==> src/rtl/uart_pkg.sv <==
// Shared types, defaults and elaboration helpers for the UART receive path.
`timescale 1ns/1ps
package uart_pkg;

  typedef enum logic [2:0] {IDLE, START, DATA, STOP, BREAK} rx_state_t;

  localparam int DEF_CLK_FREQ  = 50_000_000;
  localparam int DEF_BAUD      = 115200;
  localparam int DEF_OVERSAMPLE = 16;
  localparam int DEF_IDLE_BITS = 20;

  // Rounded clocks-per-sample divider.
  function automatic int baud_div(input int clk_freq, input int baud, input int os);
    return (clk_freq + (baud * os) / 2) / (baud * os);
  endfunction

endpackage

==> src/rtl/uart_baud_tick.sv <==
// Oversample tick divider; restart realigns the phase to a detected start edge.
`timescale 1ns/1ps
module uart_baud_tick #(
  parameter int DIV = 27
) (
  input  logic clk,
  input  logic rst_n,
  input  logic restart,
  output logic tick
);

  localparam int CW = (DIV > 1) ? $clog2(DIV) : 1;
  localparam logic [CW-1:0] LAST = CW'(DIV - 1);

  logic [CW-1:0] cnt;

  always_ff @(posedge clk or negedge rst_n) begin
    if (!rst_n)
      cnt <= '0;
    else if (restart || cnt == LAST)
      cnt <= '0;
    else
      cnt <= cnt + CW'(1);
  end

  assign tick = !restart && (cnt == LAST);

endmodule

==> src/rtl/uart_rx_byte.sv <==
// 8N1 UART receiver: synchronised, oversampled, majority-voted bit recovery
// with framing-error, break handling and post-byte idle timeout.
`timescale 1ns/1ps
module uart_rx_byte
  import uart_pkg::*;
#(
  parameter int CLK_FREQ   = DEF_CLK_FREQ,
  parameter int BAUD       = DEF_BAUD,
  parameter int OVERSAMPLE = DEF_OVERSAMPLE,
  parameter int IDLE_BITS  = DEF_IDLE_BITS
) (
  input  logic       clk,
  input  logic       rst_n,
  input  logic       rxd,
  output logic       rok,
  output logic [7:0] mosi,
  output logic       frame_err,
  output logic       busy,
  output logic       idle_to
);

  localparam int DIV = baud_div(CLK_FREQ, BAUD, OVERSAMPLE);
  localparam int SCW = $clog2(OVERSAMPLE);
  localparam int ICW = $clog2(IDLE_BITS + 1);
  localparam logic [SCW-1:0] SC_A    = SCW'(OVERSAMPLE / 2 - 1);
  localparam logic [SCW-1:0] SC_B    = SCW'(OVERSAMPLE / 2);
  localparam logic [SCW-1:0] SC_C    = SCW'(OVERSAMPLE / 2 + 1);
  localparam logic [SCW-1:0] SC_LAST = SCW'(OVERSAMPLE - 1);
  localparam logic [ICW-1:0] IDLE_LAST = ICW'(IDLE_BITS - 1);

  rx_state_t state, state_nxt;
  logic       rxd_m, rxd_s, rxd_d;
  logic       start_edge, tick, vote_tick, bit_end, vote;
  logic       samp_a, samp_b;
  logic [SCW-1:0] sc;
  logic [2:0] bit_idx, bit_idx_nxt;
  logic [7:0] shreg, shreg_nxt, mosi_nxt;
  logic       rok_nxt, ferr_nxt, armed;
  logic [ICW-1:0] idle_cnt;

  // rxd_d is the previous synchronised value, used only for edge detection.
  always_ff @(posedge clk or negedge rst_n) begin
    if (!rst_n) begin
      rxd_m <= 1'b1;
      rxd_s <= 1'b1;
      rxd_d <= 1'b1;
    end else begin
      rxd_m <= rxd;
      rxd_s <= rxd_m;
      rxd_d <= rxd_s;
    end
  end

  assign start_edge = (state == IDLE) && rxd_d && !rxd_s;

  uart_baud_tick #(.DIV(DIV)) u_tick (
    .clk     (clk),
    .rst_n   (rst_n),
    .restart (start_edge),
    .tick    (tick)
  );

  always_ff @(posedge clk or negedge rst_n) begin
    if (!rst_n) begin
      sc     <= '0;
      samp_a <= 1'b1;
      samp_b <= 1'b1;
    end else if (start_edge) begin
      sc <= '0;
    end else if (tick) begin
      sc <= (sc == SC_LAST) ? '0 : sc + SCW'(1);
      if (sc == SC_A) samp_a <= rxd_s;
      if (sc == SC_B) samp_b <= rxd_s;
    end
  end

  // Third sample is taken live on the vote tick.
  assign vote_tick = tick && (sc == SC_C);
  assign bit_end   = tick && (sc == SC_LAST);
  assign vote      = (samp_a & samp_b) | (samp_a & rxd_s) | (samp_b & rxd_s);

  always_comb begin
    state_nxt   = state;
    bit_idx_nxt = bit_idx;
    shreg_nxt   = shreg;
    mosi_nxt    = mosi;
    rok_nxt     = 1'b0;
    ferr_nxt    = 1'b0;
    case (state)
      IDLE:  if (start_edge) state_nxt = START;
      START: if (vote_tick) begin
               if (!vote) begin
                 state_nxt   = DATA;
                 bit_idx_nxt = 3'd0;
               end else begin
                 state_nxt = IDLE;
               end
             end
      DATA:  if (vote_tick) begin
               shreg_nxt   = {vote, shreg[7:1]};
               bit_idx_nxt = bit_idx + 3'd1;
               if (bit_idx == 3'd7) state_nxt = STOP;
             end
      STOP:  if (vote_tick) begin
               if (vote) begin
                 mosi_nxt  = shreg;
                 rok_nxt   = 1'b1;
                 state_nxt = IDLE;
               end else begin
                 ferr_nxt  = 1'b1;
                 state_nxt = BREAK;
               end
             end
      BREAK: if (rxd_s) state_nxt = IDLE;
      default: state_nxt = IDLE;
    endcase
  end

  always_ff @(posedge clk or negedge rst_n) begin
    if (!rst_n) begin
      state     <= IDLE;
      bit_idx   <= '0;
      shreg     <= '0;
      mosi      <= '0;
      rok       <= 1'b0;
      frame_err <= 1'b0;
    end else begin
      state     <= state_nxt;
      bit_idx   <= bit_idx_nxt;
      shreg     <= shreg_nxt;
      mosi      <= mosi_nxt;
      rok       <= rok_nxt;
      frame_err <= ferr_nxt;
    end
  end

  assign busy = (state != IDLE);

  // Armed only after a byte or framing error, so reset alone never times out.
  always_ff @(posedge clk or negedge rst_n) begin
    if (!rst_n) begin
      idle_cnt <= '0;
      armed    <= 1'b0;
      idle_to  <= 1'b0;
    end else begin
      idle_to <= 1'b0;
      if (rok || frame_err) begin
        idle_cnt <= '0;
        armed    <= 1'b1;
      end else if (busy) begin
        idle_cnt <= '0;
      end else if (armed && bit_end) begin
        if (idle_cnt == IDLE_LAST) begin
          idle_to  <= 1'b1;
          armed    <= 1'b0;
          idle_cnt <= '0;
        end else begin
          idle_cnt <= idle_cnt + ICW'(1);
        end
      end
    end
  end

endmodule

==> config.mk <==
export PLATFORM = sky130hd
export DESIGN_NAME = uart_rx_byte
export DESIGN_NICKNAME = d
export VERILOG_FILES = /design/src/rtl/uart_pkg.sv /design/src/rtl/uart_baud_tick.sv /design/src/rtl/uart_rx_byte.sv
export SDC_FILE = /design/constraint.sdc
export NUM_CORES = 1
export LEC_CHECK = 0
export ABC_AREA = 1
export CORE_UTILIZATION = 50
export DETAILED_ROUTE_END_ITERATION = 8
export GPL_ROUTABILITY_DRIVEN = 0
export PLACE_DENSITY = 0.69
export SLEW_MARGIN = 25
export SYNTH_ARGS = -nofsm -noshare
export SYNTH_HDL_FRONTEND = slang
export SYNTH_SLANG_ARGS = --single-unit
==> constraint.sdc <==
create_clock -name clk -period 2 [get_ports clk]
set_input_delay 0.5 -clock clk [delete_from_list [all_inputs] [get_ports clk]]
set_output_delay 0.5 -clock clk [all_outputs]
set_load 0.01 [all_outputs]
# Word-level counts from Yosys, hierarchy flattened
# Index checks and enable logic that the tools add are counted.
# word_totals
register_bits,45
input_bits,3
out_inout_bits,12
wordCells,104
# classes
n_addsub,4
eq_ne,19
n_mux,35
bitwise,6
reduce_logical,24
# op_table
operator,n
$mux 3,10
$mux 5,5
$pmux 3 s5,1
$mux 1,14
$eq 4x4->1 const B,3
$mux 4,3
$ne 2x2->1 const B,6
$reduce_and 3->1,4
$add 5x1->5 const B,2
$eq 5x5->1 const B,2
$reduce_bool 2->1,4
$eq 3x2->1 const B,2
$eq 3x3->1 const B,2
$logic_and 1x1->1,6
$pmux 3 s2,1
$reduce_and 6->1,1
$reduce_bool 3->1,2
$add 4x1->4 const B,1
$eq 4x3->1 const B,1
$ne 2x1->1 const B,2
$reduce_and 4->1,1
$add 3x1->3 const B,1
$and 1x1->1,3
$eq 3x1->1 const B,1
7 further kinds,10

# Longest topological paths before layout
# depth
ltp_word,10
depth_mapped,9
mapped_depth_nobuf,9

# Cells and area by module
# From an unflattened synthesis, not the netlist that was laid out.
# hier_totals
hier_cells,249
area_unflattened_um2,2213.4
# by_module_without_submodules
mod,instances,cells_each,area_each_um2,seq_area_each_um2
uart_rx_byte,1,218,1953.1,1007.2
uart_baud_tick,1,31,260.2,125.1

# Worst setup path before layout
# OpenSTA, ideal clock, no wires.
# synth_path
path_kind,flip-flop to flip-flop
from,register u_tick.cnt[0]
to,register mosi[0]
setup_ns,0.120
arrival_ns,1.276
required_ns,1.880
slack_ns,0.604
path_stages_with_launch,9
n_path_buf,1
synth_period_minus_slack_ns,1.396
cell_sequence,dfrtp_1 > inv_1 > ha_1 > nand2_1 > nor2_2 > nand3_4 > buf_6 > o21ai_1 > nand2_1
# synth_between
elab_chain_len,4
# synth_rtl
item,line,source
start: declaration,uart_baud_tick.sv:15,logic [CW-1:0] cnt;
start signal: assignment,uart_baud_tick.sv:23,cnt <= cnt + CW'(1);
$eq 5x5->1,uart_baud_tick.sv:26,assign tick = !restart && (cnt == LAST);
$logic_and 1x1->1,uart_baud_tick.sv:26,
$logic_and 1x1->1,uart_rx_byte.sv:78,assign vote_tick = tick && (sc == SC_C);
$reduce_and 3->1 (no source line),--,
end signal: assignment,uart_rx_byte.sv:131,mosi <= mosi_nxt;
end: declaration,uart_rx_byte.sv:16,"output logic [7:0] mosi,"
# No other way between the ends.
# A chain may end at the register's enable or synchronous reset.

# Worst setup path in the final report
# layout_path
from,register u_tick.cnt[0]
to,register bit_idx[0]
# layout_between
elab_chain_len,5
elab_cells_between_ends,6
classes_between,3 x eq/ne; 3 x reduce/logical
# layout_rtl
item,line,source
$eq 5x5->1 *,uart_baud_tick.sv:26,
$logic_and 1x1->1 *,uart_baud_tick.sv:26,
$logic_and 1x1->1 *,uart_rx_byte.sv:78,
$ne 2x2->1 (no source line),--,
$reduce_and 4->1 (no source line) *,--,
end signal: assignment,uart_rx_byte.sv:129,bit_idx <= bit_idx_nxt;
end: declaration,uart_rx_byte.sv:36,"logic [2:0] bit_idx, bit_idx_nxt;"
# Every way passes the cells marked *; elsewhere a longest branch is shown, timed or not.

==> impl_metrics.toml <==
[final_layout]
antennaDiodeCount = 0
final_nets = 285
drive_above_1_share_pct = 14.2
fin_area_mm2 = 0.00251
syn2layout_area_growth_pct = 13.1
fillers = 382

[detailed_routing]
wl_met2_mm = 1.72
vias = 1676
wire_per_inst_um = 11.8
drt_pass1_iterations = 4
met3_wirelength_um = 214
viasPerCell = 5.16
drc = 0
initialDrtViolationCount = 100
drt_wl_total_mm = 3.83
top_layer = "met4"
ant_nets = 0
routedLengthMet1_mm = 1.83

[outcome]
outcome = "completed"

[pwr]
ir_drop_mv = 0.536
comb_power_share_pct = 28.7
power_frac_seq_pct = 44.6
p_per_area_mw_per_mm2 = 1000
power_uw = 2520
clockPowerShare_pct = 26.7
leakagePower_uw = 0.00128
p_int_uw = 1650
p_sw_uw = 874
swShare_pct = 34.7

[global_route]
antenna_found_initial = 0
grt_pass1_wl_mm = 6.53
grt_pass1_vias = 1462
grt_use_total_pct = 19.1
grt_max_degree = 25
grt_overflow_total = 0

[sta]
maxSlewHeadroom_pct = 73.3
grt_setup_unrepaired = "false"
fin_crit_ns = 1.72
finalClockSkew_ns = 0.00794
worst_hold_slack_ns = 0.117
post-route-period-util_pct = 85.8
hold_violations = 0
worst_pin_slew_ns = 0.401
max_freq_mhz = 583
slew_violations = 0
setup-violations-final = 0
finalSetupTns_ns = 0

[min_path]
hp-class = "input pin to async pin"

[logic_synthesis]
yosys_warnings = 0
synth_top_area_cell = "dfrtp_1"
synth_cell_types = 27
synthTopCellsByCount = "nand2_1, dfrtp_1, inv_1"
synthCells = 254
syn_avg_cell_area_um2 = 8.75
async_reset_ff_share_pct = 100
ys_ff_latch = 45
synthTopCellsByArea = "dfrtp_1, nand2_1, dfstp_2"
ys.flop_type = "dfrtp_1"
synth_nets = 265
ys_seq_area_share_pct = 51.0
synth_most_common_cell = "nand2_1"
mappedNetlistArea_mm2 = 0.00222
synth_top_area_share_pct = 45.0
synth_edf_count = 0

[die]
die_width_um = 68.7
initial_core_util_pct = 53.6
io_pins = 15
dieHeight_um = 68.7
fp.coreArea_mm2 = 0.00414
rows = 23
die_area_mm2 = 0.00471

[flow_run]
timing.max_cap.violations = 0

[worst_setup_path]
worst_ep_arrival_time_ns = 1.95
r2r-start = "u_tick.cnt[0]"
crit_path_end_kind = "register"
r2r_end = "bit_idx[0]"
path_cells = "inv_1, ha_1, nand2_1, nor2_2, nand3_4, nor2_4, nand2_1, nand2_1"
start_kind = "register"
r2r_slack_ns = 0.28
crit_slowest_cell = "dfrtp_1"
required_ns = 2.24
crit_type = "register to register"
r2r_cells = 8
cp_max_fo = 24
cpPeakStageDelay_ns = 0.41
cp_common_cell = "nand2_1"

[clock_tree]
numCtsBuffers = 5
cts_root_buffer = "clkbuf_8"
htreeDepth = 2
cts_sinks = 45
clk_pin_slew_ns = 0.08
cts_buffer_depth = 2
cts_tree = "built"
clock_latency_ns = 0.30

[place]
place_hpwl_mm = 2.79
placed_area_mm2 = 0.00239
port_buffers = 14
sequential cells by signal (all words and copies together) (netlist names):
signal	count
mosi	8
shreg	8
idle_cnt	5
u_tick.cnt	5
sc	4
bit_idx	3
state	3
armed	1
frame_err	1
idle_to	1
rok	1
rxd_d	1
rxd_m	1
rxd_s	1
samp_a	1
samp_b	1
final cells by class:
type | count | area, um2 | area share [%]
clock inverter | 2 | 35.0 | 1.39
multi-input combinational | 180 | 951 | 37.8
clock buffer | 6 | 72.6 | 2.89
tap | 50 | 62.6 | 2.49
inverter | 24 | 90.1 | 3.59
timing repair buffer | 18 | 168 | 6.67
sequential | 45 | 1130 | 45.1
layer usage:
layer,up-vias,track usage (%)
met3,6,5.43
met1,766,24.8
met4,0,7.29
li1,859,-
met5,-,0
met2,45,29.9
cell families after synthesis:
family          count (synthesis)  synth area share, %
simple gates                  136                 29.0
compound gates                 32                 7.71
flops                          45                 51.0
xor+xnor                        4                 1.58
buf+inv                        29                 6.25
fa+ha+maj                       8                 4.50
power by group through the flow:
stage	sequential (uW)	clock, uW	combinational (uW)
after floorplan	1120	0	558
after global placement	1140	0	708
after detailed placement	1150	0	709
after CTS	1130	685	735
after global routing	1140	725	828
final	1120	673	723
per-stage QoR:
| stage | std cells | util (%) | setup slack (ns) |
|---|---|---|---|
| finish | 325 | 60.6 | 0.285 |
| global route | 325 | 60.6 | 0.111 |
| CTS | 325 | 60.6 | 0.000940 |
| detailed placement | 316 | 57.8 | 0.260 |
| global placement | 316 | 57.8 | 0.272 |
| floorplan | 254 | - | 0.604 |
timing repair:
action	CTS	global route
setup buffers	1	0
gates resized for setup	1	1
endpoints found under the setup margin	1	1
hold buffers	0	0
how the worst max path moves through the flow:
| stage | startpoint | endpoint | slack (ns) | cells past startpoint |
|---|---|---|---|---|
| floorplan | u_tick.cnt[0] | mosi[0] | 0.60 | 8 |
| global placement | state[2] | busy | 0.27 | 3 |
| detailed placement | state[2] | busy | 0.26 | 3 |
| CTS | state[2] | busy | 0.0009 | 3 |
| global route | u_tick.cnt[0] | bit_idx[0] | 0.11 | 8 |
| finish | u_tick.cnt[0] | bit_idx[0] | 0.28 | 8 |
critical path, delay by kind of cell, from the launching register on:
| kind | cells | cell delay (ns) |
|---|---|---|
| adders and majority gates | 1 | 0.14 |
| buffers and inverters | 1 | 0.07 |
| and+or+nand+nor | 6 | 1.04 |
| DFF | 1 | 0.41 |
layout by cell type, fill, tap and decap left out, types with 3 or more instances in the layout:
| master | n |
|---|---|
| inv_2 | 3 |
| dfstp_2 | 5 |
| buf_4 | 4 |
| ha_1 | 8 |
| o21ai_1 | 19 |
| nand3_1 | 17 |
| nor2_1 | 18 |
| nand4_1 | 3 |
| clkdlybuf4s50_1 | 12 |
| nand2_2 | 4 |
| nor2_4 | 4 |
| inv_1 | 21 |
| nand2_1 | 78 |
| o21ai_0 | 8 |
| nor2_2 | 3 |
| dfrtp_1 | 39 |
| clkbuf_8 | 5 |
Power figures use the tool's default switching activity.
==> RTL change, RTL diff (same flow settings) <==
Compare `idle_cnt` against `IDLE_LAST` with >= in place of ==.
--- a/src/rtl/uart_rx_byte.sv
+++ b/src/rtl/uart_rx_byte.sv
@@ -152,3 +152,3 @@
       end else if (armed && bit_end) begin
-        if (idle_cnt == IDLE_LAST) begin
+        if (idle_cnt >= IDLE_LAST) begin
           idle_to  <= 1'b1;
Check against the original RTL: no difference found for any inputs over 10 cycles, from zero or initial values and one cycle with rst_n low; that may be too few to reach the edited logic, so the function may still have changed.
==> RTL change against the original RTL <==
- total power fell by 7.4%
- synthesized area fell by 0.84%
- sequential cell count did not move
- routed wire length rose by 0.21%
- combinational power fell by 15%
- design area fell by 0.40%
- largest power group unchanged
- setup slack got worse by 140 ps
- critical path depth fell by 5
==> RTL change: results (changes against the original RTL) <==
[run_status]
status=completed

[synthesis]
synth.area.top_cells=dfrtp_1 (45%), nand2_1 (13%), nand3_1 (6.1%)
synth_commonest_cells=nand2_1 (77), dfrtp_1 (40), nand3_1 (27)
synth_cell_types=25  ; -7.4%
synth_seq_area_share_pct=51.4  ; +0.43 points
async_reset_ff_share_pct=100  ; unchanged
syn_nets=267  ; +0.75%
synth_cells=256  ; +0.79%
yosysWarnings=0  ; unchanged
ys.flop_type=dfrtp_1

[timing]
worstMarginPinSlew_ps=543  ; +142 ps
min_period_ps=1850  ; +136 ps
fin_hold_ws_ps=175  ; +57.9 ps
finClkSkew_ps=9.72  ; +1.78 ps

[final_layout]
nets=288  ; +1.1%
antenna_cells=0  ; unchanged
reg_top3=mosi x8, shreg x8
drive_above_1_share_pct=10.4  ; -3.8 points
fillers=353  ; -7.6%

[clock_tree]
cts_buffers=5  ; unchanged
h-tree-depth=2  ; unchanged
clk_latency_ps=300  ; about the same
post_cts_buffers=0  ; -1
clkTransAtPathRegs_ps=80  ; about the same
cts_root_buf=clkbuf_8
clk_path_buf_depth=2  ; unchanged

[route]
routed_wl_mm=3.83  ; +0.21%
firstDrtPassIters=4  ; unchanged
post_drt_wl_per_cell_um=11.7  ; -0.71%
num_vias=1659  ; -1.0%
first_iter_violations=91  ; -9.0%

[setup_path]
reg2reg_depth=8  ; unchanged
critPathSlowestCell=dfrtp_1
slowest_delay_ps=450  ; +40 ps
arrival_ps=1350  ; -600 ps
crit_family=flip-flops
r2r_slack_ps=350  ; +70 ps
cp_max_fo=5  ; -79%

[power_and_ir_drop]
p_switching_uw=825  ; -5.7%
leakagePower_nw=1.31  ; +2.3%
vdd.ir_drop.worst_mv=0.620  ; +16%

[placement]
place_ws_ps=246  ; -13.2 ps
portBuffers=14  ; unchanged
dpl.cell_count=320  ; +1.3%
placed_cell_area_um2=2400  ; +0.47%
hpwl_mm=2.78  ; -0.48%

[hold_path]
hold_class=in2async

[global_routing]
grt_pass1_vias=1484  ; +1.5%
grt_use_total_pct=19.6  ; +0.50 points
grt_pass1_wl_mm=6.67  ; +2.1%
grt_max_degree=25  ; unchanged
grt_antenna_before_repair=0  ; unchanged

-- RTL change: area by class of cell --
| cell class | count | area [um2] | share of cell area, % |
|---|---|---|---|
| clock buffer | 6 | 82.6 | 3.30 |
| clock inverter | 2 | 13.8 | 0.550 |
| inverter | 23 | 86.3 | 3.45 |
| multi-input combinational | 184 | 948 | 37.9 |
| sequential | 45 | 1130 | 45.3 |
| tap | 50 | 62.6 | 2.50 |
| timing repair buffer | 18 | 176 | 7.05 |
-- RTL change: layer usage --
layer,vias to the layer above,global-route usage (%),routed length [um]
met5,-,0,0
met4,0,8.33,57
met3,7,4.00,80
met2,18,29.0,1660
met1,766,27.5,2030
li1,868,-,-
-- RTL change: what timing repair did --
item                                   CTS  global route
gates resized for setup                  2             0
endpoints found under the hold margin    0             0
setup endpoints to repair                1             0
-- RTL change: worst paths after layout --
kind | start | to
setup / recovery | state[2] | busy
hold / removal | rst_n | idle_cnt[1]
setup reg to reg | u_tick.cnt[0] | mosi[2]
hold reg to reg | rxd_m | rxd_s
max in group asynchronous | rst_n | mosi[2]
min in group clk | rxd_m | rxd_s
-- RTL change: cells by family after synthesis --
logic type	count (synthesis)	share of synthesized area (%)
xor gates and xnor gates	5	1.99
DFF	45	51.4
and+or+nand+nor	141	29.2
buffers and inverters	27	5.68
AOI/OAI and AO/OA	30	7.15
adders and majority gates	8	4.54
-- RTL change: power groups by stage --
stage / logic, mW / registers (mW) / clock network [mW]
floorplan: 0.478 / 1.12 / 0
global route: 0.715 / 1.15 / 0.645
finish: 0.618 / 1.13 / 0.591
global placement: 0.619 / 1.14 / 0
detailed placement: 0.627 / 1.14 / 0
CTS: 0.622 / 1.13 / 0.612
